[src/rtl/sync_reqack_dst_ctrl.sv]
// sync_reqack_dst_ctrl
//
// DST-domain command controller for the REQ/ACK CDC channel. One command is
// accepted per handshake. It is dispatched to one of NumTgt local targets, and
// the controller waits for that target's completion or a timeout. It then
// returns a response word and closes the handshake with a single-cycle ACK.
//
// The response word and error flag are registered. They change only when a
// command completes, so the DST->SRC data path can sample them unregistered
// at any time after the ACK, up to the next completion.
//
// Ports
//   clk_dst_i    DST clock
//   rst_dst_ni   asynchronous active-low reset, DST domain
//   dst_req_i    REQ from the synchronizer DST side (held until dst_ack_o)
//   dst_ack_o    single-cycle ACK back to the synchronizer
//   dst_cmd_i    {target index, write payload}, valid while dst_req_i is high
//   dst_rsp_o    response word to the DST->SRC data path
//   dst_err_o    error flag for dst_rsp_o (invalid index or timeout)
//   tgt_req_o    one-hot target request, held for the whole BUSY state
//   tgt_wdata_o  write payload latched at command acceptance
//   tgt_done_i   per-target completion pulse
//   tgt_rdata_i  per-target read data; slice i is valid with tgt_done_i[i]

module sync_reqack_dst_ctrl #(
    parameter int unsigned     Width         = 32,
    parameter int unsigned     NumTgt        = 4,
    parameter int unsigned     TgtIdxW       = $clog2(NumTgt),
    parameter int unsigned     TimeoutCycles = 255,
    parameter logic [Width-1:0] ErrRsp       = 32'hDEAD_BEEF
) (
    input  logic                      clk_dst_i,
    input  logic                      rst_dst_ni,

    input  logic                      dst_req_i,
    output logic                      dst_ack_o,
    input  logic [TgtIdxW+Width-1:0]  dst_cmd_i,
    output logic [Width-1:0]          dst_rsp_o,
    output logic                      dst_err_o,

    output logic [NumTgt-1:0]         tgt_req_o,
    output logic [Width-1:0]          tgt_wdata_o,
    input  logic [NumTgt-1:0]         tgt_done_i,
    input  logic [NumTgt*Width-1:0]   tgt_rdata_i
);

    // A zero TimeoutCycles disables the timeout; keep a 1-bit counter so the
    // declarations stay legal, and never advance it.
    localparam bit          TimeoutEn = (TimeoutCycles != 0);
    localparam int unsigned CntW      = TimeoutEn ? $clog2(TimeoutCycles + 1) : 1;
    localparam logic [CntW-1:0] CntLast = TimeoutEn ? CntW'(TimeoutCycles - 1) : '0;

    typedef enum logic [1:0] {
        StIdle,
        StBusy,
        StAck
    } state_e;

    state_e             state_q, state_d;
    logic [TgtIdxW-1:0] idx_q, idx_d;
    logic [Width-1:0]   wdata_q, wdata_d;
    logic [Width-1:0]   rsp_q, rsp_d;
    logic               err_q, err_d;
    logic [CntW-1:0]    cnt_q, cnt_d;

    // Command field split.
    logic [TgtIdxW-1:0] cmd_idx;
    logic [Width-1:0]   cmd_data;
    logic               cmd_idx_valid;

    assign cmd_idx       = dst_cmd_i[TgtIdxW+Width-1 -: TgtIdxW];
    assign cmd_data      = dst_cmd_i[Width-1:0];
    // Only reachable as invalid when NumTgt is not a power of two.
    assign cmd_idx_valid = (32'(cmd_idx) < NumTgt);

    // Selected-target done and read data. idx_q is always a valid index while
    // BUSY, since invalid indices go straight to ACK.
    logic             sel_done;
    logic [Width-1:0] sel_rdata;

    always_comb begin
        sel_done  = 1'b0;
        sel_rdata = '0;
        for (int unsigned i = 0; i < NumTgt; i++) begin
            if (32'(idx_q) == i) begin
                sel_done  = tgt_done_i[i];
                sel_rdata = tgt_rdata_i[i*Width +: Width];
            end
        end
    end

    logic timeout_hit;
    assign timeout_hit = TimeoutEn && (cnt_q == CntLast);

    // Next-state logic.
    always_comb begin
        state_d = state_q;
        idx_d   = idx_q;
        wdata_d = wdata_q;
        rsp_d   = rsp_q;
        err_d   = err_q;
        cnt_d   = cnt_q;

        case (state_q)
            StIdle: begin
                if (dst_req_i) begin
                    idx_d   = cmd_idx;
                    wdata_d = cmd_data;
                    if (!cmd_idx_valid) begin
                        rsp_d   = ErrRsp;
                        err_d   = 1'b1;
                        state_d = StAck;
                    end else begin
                        cnt_d   = '0;
                        state_d = StBusy;
                    end
                end
            end

            StBusy: begin
                // Done has priority over a timeout expiring in the same cycle.
                if (sel_done) begin
                    rsp_d   = sel_rdata;
                    err_d   = 1'b0;
                    state_d = StAck;
                end else if (timeout_hit) begin
                    rsp_d   = ErrRsp;
                    err_d   = 1'b1;
                    state_d = StAck;
                end else if (TimeoutEn) begin
                    // Exits at CntLast, so the counter never wraps.
                    cnt_d = cnt_q + CntW'(1);
                end
            end

            StAck: begin
                state_d = StIdle;
            end

            default: begin
                state_d = StIdle;
            end
        endcase
    end

    always_ff @(posedge clk_dst_i or negedge rst_dst_ni) begin
        if (!rst_dst_ni) begin
            state_q <= StIdle;
            idx_q   <= '0;
            wdata_q <= '0;
            rsp_q   <= '0;
            err_q   <= 1'b0;
            cnt_q   <= '0;
        end else begin
            state_q <= state_d;
            idx_q   <= idx_d;
            wdata_q <= wdata_d;
            rsp_q   <= rsp_d;
            err_q   <= err_d;
            cnt_q   <= cnt_d;
        end
    end

    // Outputs.
    always_comb begin
        tgt_req_o = '0;
        for (int unsigned i = 0; i < NumTgt; i++) begin
            tgt_req_o[i] = (state_q == StBusy) && (32'(idx_q) == i);
        end
    end

    assign dst_ack_o   = (state_q == StAck);
    assign dst_rsp_o   = rsp_q;
    assign dst_err_o   = err_q;
    assign tgt_wdata_o = wdata_q;

endmodule

[config.mk]
export PLATFORM = sky130hd
export DESIGN_NAME = sync_reqack_dst_ctrl
export DESIGN_NICKNAME = d
export VERILOG_FILES = /design/src/rtl/sync_reqack_dst_ctrl.sv
export SDC_FILE = /design/constraint.sdc
export NUM_CORES = 1
export LEC_CHECK = 0
export CAP_MARGIN = 20
export CORE_AREA = 2 2 94 96
export CTS_CLUSTER_SIZE = 16
export DETAILED_ROUTE_END_ITERATION = 8
export DIE_AREA = 0 0 96 98
export DONT_BUFFER_PORTS = 1
export SLEW_MARGIN = 0
export SYNTH_ARGS = -nofsm -noshare
export SYNTH_HDL_FRONTEND = slang
export SYNTH_SLANG_ARGS = --single-unit
[constraint.sdc]
create_clock -name clk_dst_i -period 1.8 [get_ports clk_dst_i]
set_input_delay 0.36 -clock clk_dst_i [delete_from_list [all_inputs] [get_ports clk_dst_i]]
set_output_delay 0.36 -clock clk_dst_i [all_outputs]
set_load 0.02 [all_outputs]
# Word level (Yosys, flattened, before mapping)
# Index checks and enable logic that the tools add are counted.
word_totals:
  ff_bits: 77
  latchBits: 0
  ramBits: 0
  mem_bits_ro: 0
  inputBits: 169
  output_inout_bits: 70
  memories: 0
op_classes:
  n_addsub: 1
  n_mul: 0
  n_div: 0
  magnitude_cmp: 0
  n_eq_ne: 10
  shifts: 0
  n_mux: 20
  n_bitwise: 0
  reduce_logical: 12
op_table:
  columns: ["op", "n"]
  rows:
  - ["2-to-1 mux 32 bit", 6]
  - ["2-to-1 mux 8 bit", 3]
  - ["one-hot mux 8 bit (2 select lines)", 1]
  - ["adder 8 x 1 -> 8 bit, second input constant", 1]
  - ["equality test 8 bit, second input constant", 1]
  - ["equality test 2 bit, second input constant", 3]
  - ["2-to-1 mux 1 bit", 6]
  - ["2-to-1 mux 2 bit", 3]
  - ["inequality test 2 bit, second input constant", 3]
  - ["AND reduction 2 bit", 3]
  - ["equality test 2 x 1 -> 1 bit, second input constant", 2]
  - ["logical AND 1 bit", 4]
  - ["logical NOT 2 bit", 2]
  - ["one-hot mux 2 bit (2 select lines)", 1]
  - ["AND reduction 4 bit", 1]
  - ["nonzero test 2 bit", 2]
  - ["inequality test 3 bit, second input constant", 1]

# Longest topological paths before layout
# Gate-level depths: netlist of run 1.
logic_depth:
  ltp_word: 7
  depth_mapped: 8
  depth_no_buf: 7

# Worst setup path before layout of run 1
# No wires, ideal clock.
synth_path:
  path_kind: "register to register"
  startpoint: "register idx_q[0]"
  endpoint: "register rsp_q[14], in the netlist dst_rsp_o[14]"
  setup_ns: 0.122
  t_arrival_ns: 1.706
  t_required_ns: 1.678
  slack_ns: -0.027
  path_stages_with_launch: 5
  path_buffers: 2
  period_less_slack_ns: 1.827
  path_cell_list: "dfrtp_1 -> buf_2 -> buf_2 -> mux4_2 -> a32o_1"
synth_via:
  elab_chain_len: 7
synth_rtl:
  columns: ["element", "line", "rtl"]
  rows:
  - ["from (decl)", "60", "logic [TgtIdxW-1:0] idx_q, idx_d;"]
  - ["from (signal assigned)", "156", "idx_q <= idx_d;"]
  - ["logical NOT 2 bit", "85", "if (32'(idx_q) == i) begin"]
  - ["2-to-1 mux 1 bit (4 in a row)", "85", null]
  - ["nonzero test 2 bit (no line)", null, null]
  - ["AND reduction 2 bit (no line)", null, null]
  - ["to (signal assigned)", "158", "rsp_q <= rsp_d;"]
  - ["to (decl)", "62", "logic [Width-1:0] rsp_q, rsp_d;"]
# Several ways; a longest one is shown, not always the timed one.
# A chain may end at the register's enable or synchronous reset.

# Worst setup path in the final report of run 1
layout_path:
  startpoint: "register idx_q[0]"
  endpoint: "register cnt_q[3]"
layout_via:
  elab_chain_len: 7
layout_rtl:
  columns: ["element", "line", "rtl"]
  rows:
  - ["logical NOT 2 bit", "85", null]
  - ["2-to-1 mux 1 bit (3 in a row)", "85", null]
  - ["2-to-1 mux 1 bit (*)", "85", null]
  - ["inequality test 2 bit (no line) (*)", null, null]
  - ["AND reduction 4 bit (no line) (*)", null, null]
  - ["to (signal assigned)", "160", "cnt_q <= cnt_d;"]
  - ["to (decl)", "64", "logic [CntW-1:0] cnt_q, cnt_d;"]
# Every way passes the cells marked *; elsewhere a longest branch is shown, timed or not.

==> metrics.yaml, run 1 <==
clkSlewWorstSetupHoldPaths_ps: 80
rsz0062_at_grt: "yes"
fin_crit_sh_pct: 100.3
r2r_slack_ps: -5
r2r-start: "idx_q[0]"
dp_hpwl_um: 7182
cp.required_ps: 2030
gr-max-usage-layer: "met2"
grt_max_degree: 78
synthDominantCellAreaShare_pct: 49.65
vdd_drop_max_mv: 0.9577
drtIter0Drc: 110
layout_common_cells: "75 x dfrtp_1, 34 x mux2_1, 33 x mux4_2"
cts-root-buf: "clkbuf_8"
violations: "negative hold slack, negative setup slack"
final_nets: 449
cp_max_fo: 5
met2_usage_pct: 31.36
synth_cell_types: 38
slew_viol_final: 0
grt_pass1_wl_um: 14000
final_common_cell: "dfrtp_1"
final_design_area_no_fill_mm2: 0.004355
synth_area_leaders: "dfrtp_1 50%, mux4_2 19%, mux2_1 9.9%"
num_rows: 34
wl_per_cell_um: 24.02
io_buffers: 0
rr_worst_depth: 6
coreArea_mm2: 0.008466
finalSetupViolCount: 1
antenna_found_initial: 1
firstDrtPassIters: 4
min_period_ps: 1805
synth_nets: 437
dpl_cell_area_mm2: 0.004064
met3_usage_pct: 7.022
met1_usage_pct: 26.24
post-route-util_pct: 51.45
yosysTopAreaCell: "dfrtp_1"
tightest_slew_ps: 454.1
antenna_left: 0
max_freq_ghz: 0.5541
layout-drive-gt1-share_pct: 31.45
arrival_ps: 2030
h-tree-depth: 3
hp-class: "in2async"
syn_area_mm2: 0.003881
outcome: "finished with violations"
die_area_mm2: 0.009408
synth_warnings: 0
grt_use_total_pct: 19.96
cts_buffer_depth: 2
synth-seq-cells: 77
io_pins: 239
synthCells: 266
fp.dieH_um: 98
place.gp.congestion: 0.7677
p_leak_uw: 0.001686
skew_ps: 8.554
cp-end-kind: "flip-flop"
tns_ps: -4.878
insertion_delay_ps: 350
whs_ps: -299.3
cts.sinks: 77
maxSlewHeadroom_pct: 69.66
wirelength_um: 9416
start_util_pct: 45.85
powerDensity_mw_per_mm2: 2006
criticalPathCategory: "reg2reg"
r2r-end: "cnt_q[3]"
via_per_inst: 6.265
max_cap_violations: 0
cts_tree: "yes"
setup_ws_ps: -4.878
start_kind: "flip-flop"
grt_overflow: 0
vias: 2456
hold_viol: 77
remaining_drc_errors: 0
p_total_uw: 8738
die_x_um: 96
yosysSeqAreaShare_pct: 49.65
syn_area_per_cell_um2: 14.59
cts_buffers: 9
grt_pass1_vias: 2438
area_growth_pct: 12.22
[cells in the mapped netlist]
cell type	number
and3_1	2
nand4_1	1
o21ai_0	1
nand3b_1	15
nor3_1	2
mux2_1	34
inv_2	1
a31oi_1	3
a32o_1	8
o21a_1	16
buf_2	9
a211oi_2	1
nand2b_1	2
nand2_1	7
buf_6	1
o21ai_4	1
inv_1	2
mux2i_1	1
nor2_1	2
nand3_1	4
dfrtp_1	77
a21oi_1	5
a22o_1	1
buf_4	3
o21ai_1	2
mux4_2	33
ha_1	2
nor2b_1	2
nor3b_1	2
a41oi_1	2
o211ai_1	1
and2_1	1
buf_1	1
a31o_2	1
o22a_1	9
or2_1	1
and4_1	1
clkbuf_1	9
[layer usage]
layer,routed length (µm),part of all wire [%],up-vias
met5,0,0,-
met3,896,9.5,7
li1,-,-,1061
met1,3583,38,1245
met4,103,1.1,0
met2,4833,51,143
[per-stage QoR]
step | worst slack, ps | std cells
2_1_floorplan | 30.74 | 266
4_1_cts | 8.086 | 386
3_5_place_dp | -1.110 | 370
5_1_grt | -76.99 | 392
3_3_place_gp | 42.65 | 370
6_report | -4.878 | 392
[state kept, by name, summed over array words and instances (netlist names)]
name and cells:
dst_rsp_o 32, tgt_wdata_o 32, cnt_q 8, idx_q 2
state_q 2, dst_err_o 1
[layout make-up]
cell class,instances,area [µm²]
repair buffers,24,211.5
diodes,1,2.502
fillers,724,4110
clock inverters,5,35.03
multi-input cells,163,1877
flip-flops and latches,77,1929
well taps,108,135.1
inverters,3,13.76
clock buffers,11,151.4
[cell families after synthesis]
logic type | count (synthesis) | synth area share, %
flip-flops | 77 | 49.65
multiplexers | 68 | 29.27
AO/OA/AOI/OAI | 51 | 10.54
AND/OR/NAND/NOR | 42 | 6.609
buffers and inverters | 26 | 3.288
adder cells (fa/ha/maj) | 2 | 0.6446
[worst max path at each step]
stage	from	slack, ps	cells past startpoint	to
finish	idx_q[0]	-5	6	cnt_q[3]
global route	idx_q[0]	-80	6	cnt_q[3]
CTS	state_q[0]	8	4	tgt_req_o[1]
detailed placement	idx_q[0]	-1	5	cnt_q[4]
global placement	idx_q[0]	40	5	cnt_q[7]
floorplan	idx_q[0]	30	6	dst_rsp_o[10]
[what timing repair did]
| action | 4_1_cts | 5_1_grt |
|---|---|---|
| endpoints found under the setup margin | 5 | 28 |
| endpoints found under the hold margin | 77 | 77 |
| buffers inserted | 0 | 5 |
| gates resized for setup | 6 | 12 |
| pin swaps | 0 | 5 |
[worst max-delay path: stages, from the launching register on]
cell and delay (ps):
dfrtp_2 400, mux4_2 580, a211oi_2 210, buf_4 170, buf_6 100, o21ai_2 40
a22o_1 190
[power by group]
group	internal, µW	total (µW)	leakage (µW)	switching [µW]
Clock	573	1220	0.0000836	649
Combinational	1940	3490	0.000693	1550
Sequential	2540	4020	0.000909	1490
Total	5050	8740	0.00169	3690
Power figures use the tool's default switching activity.
==> run 2: changes to the inputs <==
--- a/config.mk
+++ b/config.mk
@@ -11,6 +11,7 @@
 export DETAILED_ROUTE_END_ITERATION = 8
 export DIE_AREA = 0 0 96 98
 export DONT_BUFFER_PORTS = 1
+export SETUP_SLACK_MARGIN = 0.1
 export SLEW_MARGIN = 0
 export SYNTH_ARGS = -nofsm -noshare
 export SYNTH_HDL_FRONTEND = slang
==> run 2 against run 1 <==
Non-clock buffer count grew 2. Highest routed layer unchanged. The flow finishes with violations (negative hold slack). Power increased by 2.0%. Sequential power is essentially flat. Via count grew 2.8%. Critical path type unchanged. Clock power shrank 7%. Wire length is 2.0% higher. Critical path depth did not move. Die area did not move. Flip-flop and latch count unchanged. Clock-buffer cell count decreased by 1.
==> metrics.yaml, run 2 (same netlist as run 1, synthesis figures left out) <==
tightest_slew_ps: 419.0  # -35.15 ps
diodes: 0  # -1
cp-end-kind: "flip-flop"
grt_pass1_vias: 2624  # +7.6%
area_growth_pct: 13.41
grt_pass1_wl_um: 14100  # +0.69%
criticalPathCategory: "reg2reg"
place.gp.congestion: 0.8594  # +12%
start_util_pct: 45.85  # unchanged
finalSetupViolCount: 0  # -1
fin_crit_sh_pct: 98.65  # -1.6 points
cts_buffers: 9  # unchanged
grt_max_degree: 78  # unchanged
rsz0062_at_grt: "yes"
cp_max_fo: 4  # -1
io_buffers: 0  # unchanged
cts_buffer_depth: 2  # unchanged
maxSlewHeadroom_pct: 72.01  # +2.3 points
insertion_delay_ps: 350  # about the same
remaining_drc_errors: 0  # unchanged
final_nets: 451  # +0.45%
clkSlewWorstSetupHoldPaths_ps: 90  # about the same
final_common_cell: "dfrtp_1"
layout_common_cells: "75 x dfrtp_1, 34 x mux2_1, 33 x mux4_2"
firstDrtPassIters: 4  # unchanged
die_x_um: 96  # unchanged
h-tree-depth: 3  # unchanged
via_per_inst: 6.425  # +2.5%
outcome: "finished with violations"
dp_hpwl_um: 6849  # -4.6%
whs_ps: -308.8  # -9.509 ps
min_period_ps: 1776  # -29.25 ps
wirelength_um: 9607  # +2.0%
coreArea_mm2: 0.008466  # unchanged
grt_overflow: 0  # unchanged
hold_viol: 77  # unchanged
cp.required_ps: 2070  # +40 ps
max_cap_violations: 0  # unchanged
hp-class: "in2async"
vdd_drop_max_mv: 0.9117  # -4.8%
cts.sinks: 77  # unchanged
start_kind: "flip-flop"
slew_viol_final: 0  # unchanged
layout-drive-gt1-share_pct: 31.93  # +0.48 points
setup_ws_ps: 24.37  # +29.25 ps
wl_per_cell_um: 24.45  # +1.8%
fp.dieH_um: 98  # unchanged
rr_worst_depth: 6  # unchanged
grt_use_total_pct: 19.95  # about the same
cts-root-buf: "clkbuf_8"
arrival_ps: 2040  # about the same
powerDensity_mw_per_mm2: 2024  # +0.91%
die_area_mm2: 0.009408  # unchanged
antenna_left: 0  # unchanged
drtIter0Drc: 65  # -41%
pre_cts_ws_ps: -41.56  # -40.45 ps
violations: "negative hold slack"
num_rows: 34  # unchanged
vias: 2525  # +2.8%
p_leak_uw: 0.001700  # +0.81%
io_pins: 239  # unchanged
antenna_found_initial: 0  # -1
tns_ps: 0  # +4.878 ps
skew_ps: 13.02  # +4.464 ps
max_freq_ghz: 0.5632  # +1.6%
cts_tree: "yes"
[run 2: worst max-delay path: stages (launching register included)]
cell and delay (ps):
dfrtp_2 390, mux4_2 580, a211oi_4 250, buf_6 150, buf_6 90, a41oi_2 80
a31oi_1 160
[run 2: layout make-up]
class / count / area, µm²
fillers: 721 / 4064
flip-flops and latches: 77 / 1929
multi-input cells: 163 / 1893
repair buffers: 26 / 260.3
well taps: 108 / 135.1
clock buffers: 10 / 127.6
clock inverters: 6 / 40.04
inverters: 3 / 16.27
[run 2: repair_timing]
| action | CTS | global route |
|---|---|---|
| pin swaps | 1 | 3 |
| buffers inserted | 4 | 5 |
| gates cloned | 1 | 0 |
| endpoints found under the hold margin | 77 | 77 |
| endpoints found under the setup margin | 41 | 45 |
| gates resized for setup | 16 | 5 |
[run 2: worst paths after layout]
check / start / endpoint / slack [ps]
worst max-delay path: idx_q[0] / cnt_q[4] / 20
worst min-delay path: rst_dst_ni / tgt_wdata_o[26] / -310
worst max register to register: idx_q[0] / cnt_q[4] / 20
worst min register to register: cnt_q[7] / cnt_q[7] / 530
max in group asynchronous: rst_dst_ni / dst_rsp_o[24] / 1990
min in group clk_dst_i: dst_cmd_i[11] / tgt_wdata_o[11] / 130
[run 2: through the flow]
stage	area (µm²)	instances	util (%)	power, µW
floorplan	3897	266	-	6615
global placement	4049	367	47.83	7309
detailed placement	4049	367	47.83	7405
CTS	4343	388	51.30	8899
global route	4402	393	52.00	9462
finish	4402	393	52.00	8911
[run 2: power by group]
part | switching [µW] | leakage, µW | internal (µW)
clock network | 645 | 0.0000743 | 495
logic | 1640 | 0.000717 | 2120
registers | 1480 | 0.000909 | 2540
total | 3760 | 0.00170 | 5150
[run 2: layer usage]
layer / track usage (%) / part of all wire [%]
met1: 23.53 / 36
met3: 8.102 / 11
met2: 33.28 / 51
met4: 5.714 / 1.4
met5: 0 / 0
==> run 3: changes to the inputs <==
--- a/config.mk
+++ b/config.mk
@@ -7,6 +7,7 @@
 export LEC_CHECK = 0
 export CAP_MARGIN = 20
 export CORE_AREA = 2 2 94 96
+export CTS_BUF_LIST = sky130_fd_sc_hd__clkbuf_8 sky130_fd_sc_hd__clkbuf_16
 export CTS_CLUSTER_SIZE = 16
 export DETAILED_ROUTE_END_ITERATION = 8
 export DIE_AREA = 0 0 96 98
==> run 3 against run 2 <==
The run still ends with negative hold slack left. Combinational power barely moved. Clock-buffer cell count fell by 1. Flip-flop and latch count did not move. First-iteration DRC count did not move. Wire length barely moved. Utilization did not move. Maximum frequency fell by 0.12%. Worst hold slack barely moved. Sequential share of layout area did not move. Die area did not move. Clock power barely moved. Critical path type unchanged. Critical endpoint unchanged.
==> metrics.yaml, run 3 (same netlist as run 1, synthesis figures left out) <==
whs_ps: -309.3  # -0.4910 ps
drtIter0Drc: 65  # unchanged
hold_viol: 77  # unchanged
place.gp.congestion: 0.8594  # unchanged
cts.sinks: 77  # unchanged
layout-drive-gt1-share_pct: 31.93  # unchanged
max_freq_ghz: 0.5625  # -0.12%
wl_per_cell_um: 24.46  # about the same
die_x_um: 96  # unchanged
regArea_mm2: 0.001929  # unchanged
fp.dieH_um: 98  # unchanged
p_leak_uw: 0.001704  # +0.24%
post-route-util_pct: 52.00  # unchanged
h-tree-depth: 3  # unchanged
dpl.cell_count: 367  # unchanged
rsz0062_at_grt: "yes"
arrival_ps: 2050  # about the same
hp-class: "in2async"
p_seq_share_pct: 45.1  # about the same
slowest_delay_ps: 580  # about the same
cts_tree: "yes"
coreArea_mm2: 0.008466  # unchanged
final_nets: 451  # unchanged
violations: "negative hold slack"
firstDrtPassIters: 4  # unchanged
dp_hpwl_um: 6849  # unchanged
swShare_pct: 42.26  # about the same
tightest_slew_ps: 419.0  # unchanged
vias: 2507  # -0.71%
cp.required_ps: 2070  # about the same
slowest_stage: "mux4_2"
clkSlewWorstSetupHoldPaths_ps: 90  # about the same
powerDensity_mw_per_mm2: 2023  # about the same
start_kind: "flip-flop"
grt_pass1_wl_um: 14100  # unchanged
finalSetupViolCount: 0  # unchanged
cts-root-buf: "clkbuf_8"
antenna_found_initial: 0  # unchanged
die_area_mm2: 0.009408  # unchanged
fillers: 721  # unchanged
combPwrFrac_pct: 42.2  # about the same
cp-end-kind: "flip-flop"
fin_crit_sh_pct: 98.76  # +0.12 points
skew_ps: 13.01  # -0.009400 ps
cp_max_fo: 4  # unchanged
fin_cells: 393  # unchanged
max_cap_violations: 0  # unchanged
antenna_left: 0  # unchanged
final_common_cell: "dfrtp_1"
grt_pass1_vias: 2624  # unchanged
io_pins: 239  # unchanged
criticalPathCategory: "reg2reg"
area_growth_pct: 13.41  # unchanged
io_buffers: 0  # unchanged
power_switching_uw: 3764  # about the same
p_int_uw: 5143  # -0.11%
crit_path_cell_trace: "mux4_2, a211oi_4, buf_6, buf_6, a41oi_2, a31oi_1"
multiInputGateArea_mm2: 0.001893  # unchanged
num_rows: 34  # unchanged
insertion_delay_ps: 350  # about the same
cts_buffer_depth: 2  # unchanged
maxSlewHeadroom_pct: 72.01  # unchanged
vdd_drop_max_mv: 0.9124  # about the same
remaining_drc_errors: 0  # unchanged
grt_overflow: 0  # unchanged
grt_max_degree: 78  # unchanged
cts_buffers: 9  # unchanged
min_period_ps: 1778  # +2.108 ps
wirelength_um: 9613  # about the same
via_per_inst: 6.379  # -0.71%
cp_common_cell: "buf_6"
diodes: 0  # unchanged
slew_viol_final: 0  # unchanged
p_total_uw: 8907  # about the same
layout_common_cells: "75 x dfrtp_1, 34 x mux2_1, 33 x mux4_2"
grt_use_total_pct: 19.95  # unchanged
clockPowerShare_pct: 12.7  # about the same
outcome: "finished with violations"
start_util_pct: 45.85  # unchanged
-- run 3: changes by cell type in the layout (fill, tap and decap cells not counted), sizes merged --
cell    change
inv         +1
clkbuf      -1
-- run 3: metrics by stage --
stage	instance area (µm²)	hold slack, ps	TNS (ps)	worst slack, ps
2_1_floorplan	3897	64.41	0	66.61
3_3_place_gp	4049	66.17	0	39.98
3_5_place_dp	4049	65.99	-140.3	-41.56
4_1_cts	4343	-321.1	0	18.52
5_1_grt	4402	-343.5	-522.1	-47.37
6_report	4402	-309.3	0	22.26
-- run 3: repair_timing --
item / 4_1_cts / 5_1_grt
buffers inserted: 4 / 5
resized for setup: 16 / 5
pin swaps: 1 / 3
endpoints found under the hold margin: 77 / 77
endpoints found under the setup margin: 41 / 45
gates cloned: 1 / 0
-- run 3: layout make-up --
type / count / share of cell area [%]
Sequential cell: 77 / 43.83
Clock inverter: 7 / 0.9949
Timing Repair Buffer: 26 / 5.912
Inverter: 3 / 0.3695
Clock buffer: 9 / 2.814
Tap cell: 108 / 3.070
Multi-Input combinational cell: 163 / 43.01
-- run 3: worst paths after layout --
kind / slack [ps] / depth (start not counted) / endpoint / from
max: 20 / 6 / cnt_q[4] / idx_q[0]
max reg2reg: 20 / 6 / cnt_q[4] / idx_q[0]
min: -310 / 0 / tgt_wdata_o[26] / rst_dst_ni
max in group asynchronous: 1990 / 0 / dst_rsp_o[24] / rst_dst_ni
min in group clk_dst_i: 130 / 1 / tgt_wdata_o[11] / dst_cmd_i[11]
min reg2reg: 540 / 1 / cnt_q[7] / cnt_q[7]
-- run 3: power groups by stage --
stage	Combinational, µW	Sequential (µW)	Clock, µW
2_1_floorplan	2770	3850	0
3_3_place_gp	3260	4050	0
3_5_place_dp	3350	4060	0
4_1_cts	3690	4030	1170
5_1_grt	4070	4120	1270
6_report	3760	4010	1130
-- run 3: critical path, delay by kind of cell, from the launching register on --
family          cells  cell delay (ps)
buf+inv             2              250
mux                 1              580
compound gates      3              500
flops               1              390
-- run 3: metal layers --
metal | vias to the layer above | part of all wire (%) | track usage, %
met5 | - | 0 | 0
met4 | 0 | 1.4 | 5.714
met3 | 16 | 11 | 8.102
met2 | 158 | 51 | 33.28
met1 | 1267 | 36 | 23.53
li1 | 1066 | - | -
